**src/rtl/mig7_arbiter_pkg.sv**
```systemverilog
// Shared constants and types for the two-port MIG7 arbiter.
package mig7_arbiter_pkg;

  // MIG7 app_cmd encodings
  localparam logic [2:0] MIG_CMD_WRITE = 3'b000;
  localparam logic [2:0] MIG_CMD_READ  = 3'b001;

  // Sequencer state encodings
  localparam logic [2:0] ST_IDLE_ENC    = 3'd0;
  localparam logic [2:0] ST_WR_ENC      = 3'd1;
  localparam logic [2:0] ST_RD_CMD_ENC  = 3'd2;
  localparam logic [2:0] ST_RD_WAIT_ENC = 3'd3;
  localparam logic [2:0] ST_DONE_ENC    = 3'd4;

  typedef enum logic [2:0] {
    ST_IDLE    = ST_IDLE_ENC,
    ST_WR      = ST_WR_ENC,
    ST_RD_CMD  = ST_RD_CMD_ENC,
    ST_RD_WAIT = ST_RD_WAIT_ENC,
    ST_DONE    = ST_DONE_ENC
  } state_t;

endpackage

```
**src/rtl/mig7_arbiter_if.sv**
```systemverilog
// Bundle of client req/done ports and the MIG7 app_* user interface.
// master = the arbiter, slave = clients plus MIG7 controller.
interface mig7_arbiter_if #(
  parameter int ADDR_WIDTH = 29,
  parameter int DATA_WIDTH = 256,
  parameter int MASK_WIDTH = 32
);
  logic                  init_calib_complete;

  logic                  p0_req;
  logic                  p0_we;
  logic [ADDR_WIDTH-1:0] p0_addr;
  logic [DATA_WIDTH-1:0] p0_wdata;
  logic [DATA_WIDTH-1:0] p0_rdata;
  logic                  p0_done;

  logic                  p1_req;
  logic                  p1_we;
  logic [ADDR_WIDTH-1:0] p1_addr;
  logic [DATA_WIDTH-1:0] p1_wdata;
  logic [DATA_WIDTH-1:0] p1_rdata;
  logic                  p1_done;

  logic [ADDR_WIDTH-1:0] app_addr;
  logic [2:0]            app_cmd;
  logic                  app_en;
  logic                  app_rdy;
  logic [DATA_WIDTH-1:0] app_wdf_data;
  logic                  app_wdf_end;
  logic [MASK_WIDTH-1:0] app_wdf_mask;
  logic                  app_wdf_wren;
  logic                  app_wdf_rdy;
  logic [DATA_WIDTH-1:0] app_rd_data;
  logic                  app_rd_data_valid;

  modport master (
    input  init_calib_complete,
    input  p0_req, p0_we, p0_addr, p0_wdata,
    output p0_rdata, p0_done,
    input  p1_req, p1_we, p1_addr, p1_wdata,
    output p1_rdata, p1_done,
    output app_addr, app_cmd, app_en,
    input  app_rdy,
    output app_wdf_data, app_wdf_end, app_wdf_mask, app_wdf_wren,
    input  app_wdf_rdy, app_rd_data, app_rd_data_valid
  );

  modport slave (
    output init_calib_complete,
    output p0_req, p0_we, p0_addr, p0_wdata,
    input  p0_rdata, p0_done,
    output p1_req, p1_we, p1_addr, p1_wdata,
    input  p1_rdata, p1_done,
    input  app_addr, app_cmd, app_en,
    output app_rdy,
    input  app_wdf_data, app_wdf_end, app_wdf_mask, app_wdf_wren,
    output app_wdf_rdy, app_rd_data, app_rd_data_valid
  );
endinterface

```
**src/rtl/mig7_rr_pick2.sv**
```systemverilog
// Combinational two-way round-robin pick: on a tie the port that did not
// win last time is chosen.
module mig7_rr_pick2
  import mig7_arbiter_pkg::*;
(
  input  logic [1:0] req,
  input  logic       last_grant,
  output logic       grant_valid,
  output logic       grant_idx
);

  // Pick a winner from the request vector and the previous grant
  always_comb begin
    grant_valid = req[0] | req[1];
    case (req)
      2'b01:   grant_idx = 1'b0;
      2'b10:   grant_idx = 1'b1;
      2'b11:   grant_idx = ~last_grant;
      default: grant_idx = 1'b0;
    endcase
  end

endmodule

```
**src/rtl/mig7_arbiter.sv**
```systemverilog
// Two-port arbiter/sequencer in front of the MIG7 app_* interface.
// One transaction at a time; all interface outputs come straight from flops.
module mig7_arbiter
  import mig7_arbiter_pkg::*;
#(
  parameter int ADDR_WIDTH = 29,
  parameter int DATA_WIDTH = 256,
  parameter int MASK_WIDTH = 32
) (
  input  logic            ui_clk,
  input  logic            ui_clk_sync_rst,
  mig7_arbiter_if.master  bus
);

  // Beat-aligned addressing: the low five byte-address bits are dropped
  localparam logic [ADDR_WIDTH-1:0] ADDR_MASK = {{(ADDR_WIDTH-5){1'b1}}, 5'b00000};

  state_t                state_r,      state_s;
  logic                  last_grant_r, last_grant_s;
  logic                  gnt_r,        gnt_s;
  logic [ADDR_WIDTH-1:0] addr_r,       addr_s;
  logic [DATA_WIDTH-1:0] wdata_r,      wdata_s;
  logic [2:0]            app_cmd_r,    app_cmd_s;
  logic                  app_en_r,     app_en_s;
  logic                  app_wren_r,   app_wren_s;
  logic                  cmd_ok_r,     cmd_ok_s;
  logic                  dat_ok_r,     dat_ok_s;
  logic                  p0_done_r,    p0_done_s;
  logic                  p1_done_r,    p1_done_s;
  logic [DATA_WIDTH-1:0] p0_rdata_r,   p0_rdata_s;
  logic [DATA_WIDTH-1:0] p1_rdata_r,   p1_rdata_s;

  logic                  pick_valid_s;
  logic                  pick_idx_s;
  logic                  sel_we_s;
  logic [ADDR_WIDTH-1:0] sel_addr_s;
  logic [DATA_WIDTH-1:0] sel_wdata_s;
  logic                  cmd_acc_s;
  logic                  dat_acc_s;

  mig7_rr_pick2 u_pick (
    .req         ({bus.p1_req, bus.p0_req}),
    .last_grant  (last_grant_r),
    .grant_valid (pick_valid_s),
    .grant_idx   (pick_idx_s)
  );

  assign cmd_acc_s = app_en_r & bus.app_rdy;
  assign dat_acc_s = app_wren_r & bus.app_wdf_rdy;

  // Route the picked port's request fields toward the latch registers
  always_comb begin
    if (pick_idx_s) begin
      sel_we_s    = bus.p1_we;
      sel_addr_s  = bus.p1_addr;
      sel_wdata_s = bus.p1_wdata;
    end else begin
      sel_we_s    = bus.p0_we;
      sel_addr_s  = bus.p0_addr;
      sel_wdata_s = bus.p0_wdata;
    end
  end

  // Next-state and next-output logic of the sequencer
  always_comb begin
    state_s      = state_r;
    last_grant_s = last_grant_r;
    gnt_s        = gnt_r;
    addr_s       = addr_r;
    wdata_s      = wdata_r;
    app_cmd_s    = app_cmd_r;
    app_en_s     = app_en_r;
    app_wren_s   = app_wren_r;
    cmd_ok_s     = cmd_ok_r;
    dat_ok_s     = dat_ok_r;
    p0_done_s    = 1'b0;
    p1_done_s    = 1'b0;
    p0_rdata_s   = p0_rdata_r;
    p1_rdata_s   = p1_rdata_r;
    case (state_r)
      ST_IDLE: begin
        if (bus.init_calib_complete && pick_valid_s) begin
          gnt_s        = pick_idx_s;
          last_grant_s = pick_idx_s;
          addr_s       = sel_addr_s & ADDR_MASK;
          wdata_s      = sel_wdata_s;
          app_en_s     = 1'b1;
          cmd_ok_s     = 1'b0;
          dat_ok_s     = 1'b0;
          if (sel_we_s) begin
            app_cmd_s  = MIG_CMD_WRITE;
            app_wren_s = 1'b1;
            state_s    = ST_WR;
          end else begin
            app_cmd_s  = MIG_CMD_READ;
            app_wren_s = 1'b0;
            state_s    = ST_RD_CMD;
          end
        end else begin
          state_s = ST_IDLE;
        end
      end
      ST_WR: begin
        // Command and data channels retire independently
        if (cmd_acc_s) begin
          cmd_ok_s = 1'b1;
          app_en_s = 1'b0;
        end else begin
          cmd_ok_s = cmd_ok_r;
        end
        if (dat_acc_s) begin
          dat_ok_s   = 1'b1;
          app_wren_s = 1'b0;
        end else begin
          dat_ok_s = dat_ok_r;
        end
        if ((cmd_ok_r | cmd_acc_s) && (dat_ok_r | dat_acc_s)) begin
          state_s   = ST_DONE;
          p0_done_s = ~gnt_r;
          p1_done_s = gnt_r;
        end else begin
          state_s = ST_WR;
        end
      end
      ST_RD_CMD: begin
        if (cmd_acc_s) begin
          app_en_s = 1'b0;
          state_s  = ST_RD_WAIT;
        end else begin
          state_s = ST_RD_CMD;
        end
      end
      ST_RD_WAIT: begin
        if (bus.app_rd_data_valid) begin
          if (gnt_r) begin
            p1_rdata_s = bus.app_rd_data;
          end else begin
            p0_rdata_s = bus.app_rd_data;
          end
          state_s   = ST_DONE;
          p0_done_s = ~gnt_r;
          p1_done_s = gnt_r;
        end else begin
          state_s = ST_RD_WAIT;
        end
      end
      ST_DONE: begin
        state_s = ST_IDLE;
      end
      default: begin
        state_s    = ST_IDLE;
        app_en_s   = 1'b0;
        app_wren_s = 1'b0;
      end
    endcase
  end

  // State and output registers; reset abandons any in-flight transaction
  always_ff @(posedge ui_clk) begin
    if (ui_clk_sync_rst) begin
      state_r      <= ST_IDLE;
      last_grant_r <= 1'b1;
      gnt_r        <= 1'b0;
      addr_r       <= {ADDR_WIDTH{1'b0}};
      wdata_r      <= {DATA_WIDTH{1'b0}};
      app_cmd_r    <= 3'b000;
      app_en_r     <= 1'b0;
      app_wren_r   <= 1'b0;
      cmd_ok_r     <= 1'b0;
      dat_ok_r     <= 1'b0;
      p0_done_r    <= 1'b0;
      p1_done_r    <= 1'b0;
      p0_rdata_r   <= {DATA_WIDTH{1'b0}};
      p1_rdata_r   <= {DATA_WIDTH{1'b0}};
    end else begin
      state_r      <= state_s;
      last_grant_r <= last_grant_s;
      gnt_r        <= gnt_s;
      addr_r       <= addr_s;
      wdata_r      <= wdata_s;
      app_cmd_r    <= app_cmd_s;
      app_en_r     <= app_en_s;
      app_wren_r   <= app_wren_s;
      cmd_ok_r     <= cmd_ok_s;
      dat_ok_r     <= dat_ok_s;
      p0_done_r    <= p0_done_s;
      p1_done_r    <= p1_done_s;
      p0_rdata_r   <= p0_rdata_s;
      p1_rdata_r   <= p1_rdata_s;
    end
  end

  assign bus.app_addr     = addr_r;
  assign bus.app_cmd      = app_cmd_r;
  assign bus.app_en       = app_en_r;
  assign bus.app_wdf_data = wdata_r;
  assign bus.app_wdf_wren = app_wren_r;
  assign bus.app_wdf_end  = app_wren_r;
  assign bus.app_wdf_mask = {MASK_WIDTH{1'b0}};
  assign bus.p0_done      = p0_done_r;
  assign bus.p1_done      = p1_done_r;
  assign bus.p0_rdata     = p0_rdata_r;
  assign bus.p1_rdata     = p1_rdata_r;

endmodule

```
**src/flat_wrapper.sv**
```systemverilog
// flat-port wrapper written by rule: the top's interface ports become plain ports
module mig7_arbiter_flat import mig7_arbiter_pkg::*;
#(
  parameter int ADDR_WIDTH = 29,
  parameter int DATA_WIDTH = 256,
  parameter int MASK_WIDTH = 32
)
  (ui_clk, ui_clk_sync_rst, bus_init_calib_complete, bus_p0_req, bus_p0_we, bus_p0_addr, bus_p0_wdata, bus_p0_rdata, bus_p0_done, bus_p1_req, bus_p1_we, bus_p1_addr, bus_p1_wdata, bus_p1_rdata, bus_p1_done, bus_app_addr, bus_app_cmd, bus_app_en, bus_app_rdy, bus_app_wdf_data, bus_app_wdf_end, bus_app_wdf_mask, bus_app_wdf_wren, bus_app_wdf_rdy, bus_app_rd_data, bus_app_rd_data_valid);
  mig7_arbiter_if #(.ADDR_WIDTH(ADDR_WIDTH), .DATA_WIDTH(DATA_WIDTH), .MASK_WIDTH(MASK_WIDTH)) bus_i ();
  input  logic ui_clk;
  input  logic ui_clk_sync_rst;
  input wire logic [$bits(bus_i.init_calib_complete)-1:0] bus_init_calib_complete;
  input wire logic [$bits(bus_i.p0_req)-1:0] bus_p0_req;
  input wire logic [$bits(bus_i.p0_we)-1:0] bus_p0_we;
  input wire logic [$bits(bus_i.p0_addr)-1:0] bus_p0_addr;
  input wire logic [$bits(bus_i.p0_wdata)-1:0] bus_p0_wdata;
  output wire logic [$bits(bus_i.p0_rdata)-1:0] bus_p0_rdata;
  output wire logic [$bits(bus_i.p0_done)-1:0] bus_p0_done;
  input wire logic [$bits(bus_i.p1_req)-1:0] bus_p1_req;
  input wire logic [$bits(bus_i.p1_we)-1:0] bus_p1_we;
  input wire logic [$bits(bus_i.p1_addr)-1:0] bus_p1_addr;
  input wire logic [$bits(bus_i.p1_wdata)-1:0] bus_p1_wdata;
  output wire logic [$bits(bus_i.p1_rdata)-1:0] bus_p1_rdata;
  output wire logic [$bits(bus_i.p1_done)-1:0] bus_p1_done;
  output wire logic [$bits(bus_i.app_addr)-1:0] bus_app_addr;
  output wire logic [$bits(bus_i.app_cmd)-1:0] bus_app_cmd;
  output wire logic [$bits(bus_i.app_en)-1:0] bus_app_en;
  input wire logic [$bits(bus_i.app_rdy)-1:0] bus_app_rdy;
  output wire logic [$bits(bus_i.app_wdf_data)-1:0] bus_app_wdf_data;
  output wire logic [$bits(bus_i.app_wdf_end)-1:0] bus_app_wdf_end;
  output wire logic [$bits(bus_i.app_wdf_mask)-1:0] bus_app_wdf_mask;
  output wire logic [$bits(bus_i.app_wdf_wren)-1:0] bus_app_wdf_wren;
  input wire logic [$bits(bus_i.app_wdf_rdy)-1:0] bus_app_wdf_rdy;
  input wire logic [$bits(bus_i.app_rd_data)-1:0] bus_app_rd_data;
  input wire logic [$bits(bus_i.app_rd_data_valid)-1:0] bus_app_rd_data_valid;
  assign bus_i.init_calib_complete = bus_init_calib_complete;
  assign bus_i.p0_req = bus_p0_req;
  assign bus_i.p0_we = bus_p0_we;
  assign bus_i.p0_addr = bus_p0_addr;
  assign bus_i.p0_wdata = bus_p0_wdata;
  assign bus_p0_rdata = bus_i.p0_rdata;
  assign bus_p0_done = bus_i.p0_done;
  assign bus_i.p1_req = bus_p1_req;
  assign bus_i.p1_we = bus_p1_we;
  assign bus_i.p1_addr = bus_p1_addr;
  assign bus_i.p1_wdata = bus_p1_wdata;
  assign bus_p1_rdata = bus_i.p1_rdata;
  assign bus_p1_done = bus_i.p1_done;
  assign bus_app_addr = bus_i.app_addr;
  assign bus_app_cmd = bus_i.app_cmd;
  assign bus_app_en = bus_i.app_en;
  assign bus_i.app_rdy = bus_app_rdy;
  assign bus_app_wdf_data = bus_i.app_wdf_data;
  assign bus_app_wdf_end = bus_i.app_wdf_end;
  assign bus_app_wdf_mask = bus_i.app_wdf_mask;
  assign bus_app_wdf_wren = bus_i.app_wdf_wren;
  assign bus_i.app_wdf_rdy = bus_app_wdf_rdy;
  assign bus_i.app_rd_data = bus_app_rd_data;
  assign bus_i.app_rd_data_valid = bus_app_rd_data_valid;
  mig7_arbiter #(.ADDR_WIDTH(ADDR_WIDTH), .DATA_WIDTH(DATA_WIDTH), .MASK_WIDTH(MASK_WIDTH)) u_core (.ui_clk(ui_clk), .ui_clk_sync_rst(ui_clk_sync_rst), .bus(bus_i));
endmodule
```
**config.mk**
```make
export PLATFORM = sky130hd
export DESIGN_NAME = mig7_arbiter_flat
export DESIGN_NICKNAME = d
export VERILOG_FILES = /design/src/rtl/mig7_arbiter_pkg.sv /design/src/rtl/mig7_arbiter_if.sv /design/src/rtl/mig7_rr_pick2.sv /design/src/rtl/mig7_arbiter.sv /design/src/flat_wrapper.sv
export SDC_FILE = /design/constraint.sdc
export NUM_CORES = 2
export LEC_CHECK = 0
export CORE_AREA = 2 2 648 650
export CTS_CLUSTER_SIZE = 10
export DETAILED_ROUTE_END_ITERATION = 10
export DIE_AREA = 0 0 650 652
export GPL_ROUTABILITY_DRIVEN = 0
export PLACE_DENSITY = 0.3
export SLEW_MARGIN = 20
export SYNTH_ARGS = -nofsm -noshare
export SYNTH_HDL_FRONTEND = slang
export SYNTH_SLANG_ARGS = --single-unit
```
**constraint.sdc**
```tcl
create_clock -name ui_clk -period 2.22 [get_ports ui_clk]
set_clock_uncertainty 0.05 [all_clocks]
set_input_delay 0.333 -clock ui_clk [delete_from_list [all_inputs] [get_ports ui_clk]]
set_output_delay 0.333 -clock ui_clk [all_outputs]
set_load 0.03 [all_outputs]
```
# Word-level counts from Yosys, hierarchy flattened
# Index checks and enable logic that the tools add are counted.
word_totals:
  output_inout_bits: 837
  reg_bits: 806
  input_bits: 836
op_classes:
  n_eq_ne: 10
  reduce_logical: 14
  n_bitwise: 9
  n_mux: 29
op_table:
  columns: ["cell", "count"]
  rows:
  - ["$mux W256", 1]
  - ["$mux W29", 1]
  - ["$reduce_and A3 Y1", 6]
  - ["$mux W1", 15]
  - ["$pmux W3 S4", 1]
  - ["$pmux W1 S2", 5]
  - ["$ne A2 B1 Y1 const B", 4]
  - ["$eq A3 B2 Y1 const B", 2]
  - ["$mux W3", 2]
  - ["$pmux W1 S3", 2]
  - ["$eq A2 B2 Y1 const B", 2]
  - ["$mux W2", 2]
  - ["$not A1 Y1", 4]
  - ["$reduce_or A2 Y1", 2]
  - ["$eq A3 B1 Y1 const B", 1]
  - ["$eq A3 B3 Y1 const B", 1]
  - ["$logic_not A3 Y1", 1]
  - ["$or A1 B1 Y1", 3]
  - ["$reduce_or A3 Y1", 1]
  - ["$and A1 B1 Y1", 2]
  - ["$logic_and A1 B1 Y1", 2]
  - ["$reduce_and A2 Y1", 1]
  - ["$reduce_bool A2 Y1", 1]

# Longest topological paths before layout
depth:
  word_depth: 6
  ltp_mapped: 7
  mapped_depth_nobuf: 4

# Modules after synthesis
# A second synthesis with hierarchy kept.
unflattened:
  cells_unflattened: 3576
  hier_area_um2: 30399.2
modules_own_cells:
  columns: ["module", "cells_each", "n_inst", "area_per_inst_um2"]
  rows:
  - ["mig7_arbiter", 3574, 1, 30385.4]
  - ["mig7_rr_pick2", 2, 1, 13.8]

# Least setup slack after synthesis
# No wires, ideal clock.
synth_timing:
  kind: "register -> register"
  from: "register u_core.state_r[2]"
  to: "register u_core.p0_rdata_r[115], in the netlist u_core.bus.p0_rdata[115]"
  n_path_buf: 3
  path_stages_with_launch: 8
  t_arrival_ns: 1.459
  required_time_ns: 2.038
  period_less_slack_ns: 1.641
  path_slack_ns: 0.579
  cell_sequence: "dfxtp_1 > nand2b_2 > or3_1 > clkbuf_1 > buf_4 > buf_4 > nand2_1 > a21oi_1"
synth_via:
  elab_chain_cells: 2
synth_lines:
  columns: ["item", "line", "text"]
  rows:
  - ["start, declared", "mig7_arbiter.sv:18", "state_t state_r, state_s;"]
  - ["start signal, assigned", "mig7_arbiter.sv:176", "state_r <= state_s;"]
  - ["$eq A3 B2 Y1", "mig7_arbiter.sv:80", "case (state_r)"]
  - ["$reduce_and A3 Y1 (no line)", null, null]
  - ["end signal, assigned", "mig7_arbiter.sv:173", "p0_rdata_r <= {DATA_WIDTH{1'b0}};"]
  - ["end signal, assigned", "mig7_arbiter.sv:188", "p0_rdata_r <= p0_rdata_s;"]
  - ["end, declared", "mig7_arbiter.sv:30", "logic [DATA_WIDTH-1:0] p0_rdata_r, p0_rdata_s;"]
# Every way passes these cells.
# A chain may end at the register's enable or synchronous reset.

# Worst setup path in the final report
layout_timing:
  from: "register u_core.p0_rdata_r[245], in the netlist u_core.bus.p0_rdata[245]"
  to: "output bus_p0_rdata[245]"
layout_lines:
  columns: ["item", "line", "text"]
  rows:
  - ["end, declared", "flat_wrapper.sv:17", "output wire logic [$bits(bus_i.p0_rdata)-1:0] bus_p0_rdata;"]
# No word-level cell between the ends.

==> results_dict.tcl <==
set metrics [dict create \
    status "finished clean" \
    cts_tree "done" \
    synth_compound_area_frac 0.182 \
    drv_slew 0 \
    yosys.area.top_type_share 0.520 \
    grt_pass1_wl_um 375000 \
    drt_pass1_iterations 5 \
    fp.dieH_um 652 \
    startpoint_type "flop" \
    crit_path_max_fanout 2 \
    synth_edf_count 0 \
    synth_cells 3885 \
    clk_latency_ns 0.84 \
    crit_start "u_core.bus.p0_rdata[245]" \
    slew_headroom 0.534 \
    post-route-drc-count 0 \
    synth_xor_area_frac 0 \
    hpwl_um 250000 \
    final_cells 11700 \
    ff_latch_area_um2 16100 \
    clock_sinks 804 \
    finalCriticalPeriod_ns 2.13 \
    core_um2 416000 \
    ys_types 29 \
    detailed_place.area_um2 54600 \
    crit_arrival_ns 1.75 \
    nFillCells 47700 \
    grt.overflow.total 0 \
    clk_path_buf_depth 4 \
    end_kind "primary output" \
    final_hold_viol_count 0 \
    postSynthAreaPerCell_um2 7.97 \
    hold_path_class "primary input to flop" \
    worst-endpoint-required_ns 1.84 \
    synth_top_family_by_area "simple AND/OR/NAND/NOR gates" \
    fmax_mhz 469 \
    ant_nets 0 \
    grt_pass1_vias 37300 \
    min_period_over_period 0.961 \
    drt-initial-drc-count 1968 \
    antenna_found_initial 107 \
    setup_viol 0 \
    std_cell_rows 237 \
    root_buffer "clkbuf_16" \
    ys_ff_latch 804 \
    dp.cells 10900 \
    die_x_um 650 \
    synth_area_um2 31000 \
    vdd_drop_max_v 0.000618 \
    clkTransAtPathRegs_ns 0.06 \
    dieArea_um2 424000 \
    layout_common_cells "nand2_1 (1596), clkdlybuf4s50_1 (824), dfxtp_1 (799)" \
    tightest_slew_ns 0.699 \
    drt_wl_total_um 293000 \
    cts_buffers 115 \
    multi_input_area_um2 13000 \
    start_util 0.0744 \
    grt_usage 0.132 \
    htree_num_levels 3 \
    path_delay_family "buffers and inverters" \
    synthSimpleGateAreaFrac 0.231 \
    grt_start_max_net_pins 90 \
    power.density_nw_per_um2 678 \
    ys_seq_area_frac 0.520 \
    path_buf_inv 1 \
    ys.flop_type "dfxtp_1" \
    cp_cell_sequence "dlygate4sd2_1" \
    drive_gt1_frac 0.115 \
    power_leakage_nw 24.1 \
    num_vias 36600 \
    ys_async_sr_fraction 0 \
    post_cts_buffers 0 \
    synth_adder_area_share 0 \
    cap_violations 0 \
    reg2reg_from "u_core.state_r[0]" \
    via_per_inst 3.12 \
    min_from "bus_p1_wdata[121]" \
    post-route-cell-area_um2 63100 \
    max_stage_delay_ns 0.57 \
    portBuffers 1623 \
    ys_warn_count 0 \
    area_growth_pct 104 \
    muxShareOfSynthArea 0.000647 \
    yosysTopAreaCell "dfxtp_1" \
    slowest_stage "dlygate4sd2_1" \
    mostFrequentLayoutCell "nand2_1" \
    synthTopCellsByArea "dfxtp_1 (52%), nand2_1 (19%), a21oi_1 (8.4%), a311oi_1 (5.7%), a311oi_2 (3.9%)" \
    total_power_mw 42.8 \
    nets 6906 \
    pin_count 1673 \
    drt-wirelength-per-cell_um 25.0 \
    rsz0062_at_grt "false" \
    worst-setup-path-type "flop to primary output" \
]
[cell type report]
type | instances | area share
sequential | 804 | 0.255
timing repair buffer | 2397 | 0.369
inverter | 3 | 0.000178
tap | 5497 | 0.109
clock buffer | 178 | 0.0541
clock inverter | 27 | 0.00414
antenna | 53 | 0.00210
multi-input combinational | 2749 | 0.206
[stage by stage]
step           hold WS [ns]   util  setup slack (ns)  TNS (ns)
3_5_place_dp          0.396  0.131            -0.367    -88.38
6_report             0.0676  0.152            0.0871         0
4_1_cts            0.000532  0.151          0.000562         0
2_1_floorplan         0.393      -             0.579         0
3_3_place_gp          0.392  0.131            -0.361    -82.91
5_1_grt              0.0330  0.152           0.00308         0
[path summary, 6_finish.rpt]
check                           slack, ns  cells after the start                           end
worst min register to register       0.40                      2       u_core.bus.p0_rdata[70]
worst max-delay path                 0.09                      1             bus_p0_rdata[245]
worst max register to register       0.16                      7  u_core.bus.app_wdf_data[255]
worst min-delay path                 0.07                      3  u_core.bus.app_wdf_data[121]
[power by group]
group          leakage [nW]  internal (mW)  switching, mW
Clock                  1.82           10.7           7.75
Sequential             6.54           15.1          0.450
Combinational          15.8           3.66           5.12
[sequential cells by signal, indices dropped and copies added, names as in the netlist, 3 cells and up]
name	flops
u_core.state_r	3
u_core.bus.app_addr	24
u_core.bus.p1_rdata	256
u_core.bus.p0_rdata	256
u_core.bus.app_wdf_data	256
[cells in the mapped netlist (all sizes together) (3+ instances only)]
| library cell | count |
|---|---|
| o21ai | 3 |
| nor2 | 289 |
| inv | 3 |
| nand2 | 1597 |
| a311oi | 281 |
| dfxtp | 804 |
| clkbuf | 148 |
| buf | 219 |
| a21oi | 520 |
| nand2b | 3 |
[what timing repair did]
| item | 4_1_cts | 5_1_grt |
|---|---|---|
| resized for setup | 860 | 1 |
| setup endpoints to repair | 670 | 1 |
| hold buffers | 538 | 0 |
| hold endpoints to repair | 628 | 0 |
[cell families after synthesis]
family,Yosys count
other,1
AOI/OAI and AO/OA,810
muxes,2
and+or+nand+nor,1898
DFF,804
buffers and inverters,370
[routing by layer]
layer	vias to the layer above	routed length, um	track usage
met5	-	379	0
met4	58	12500	0.0492
met3	344	25500	0.0522
met2	1291	153000	0.247
met1	17600	102000	0.131
li1	17300	-	-
Note: power is estimated with default switching activity, not from simulation.
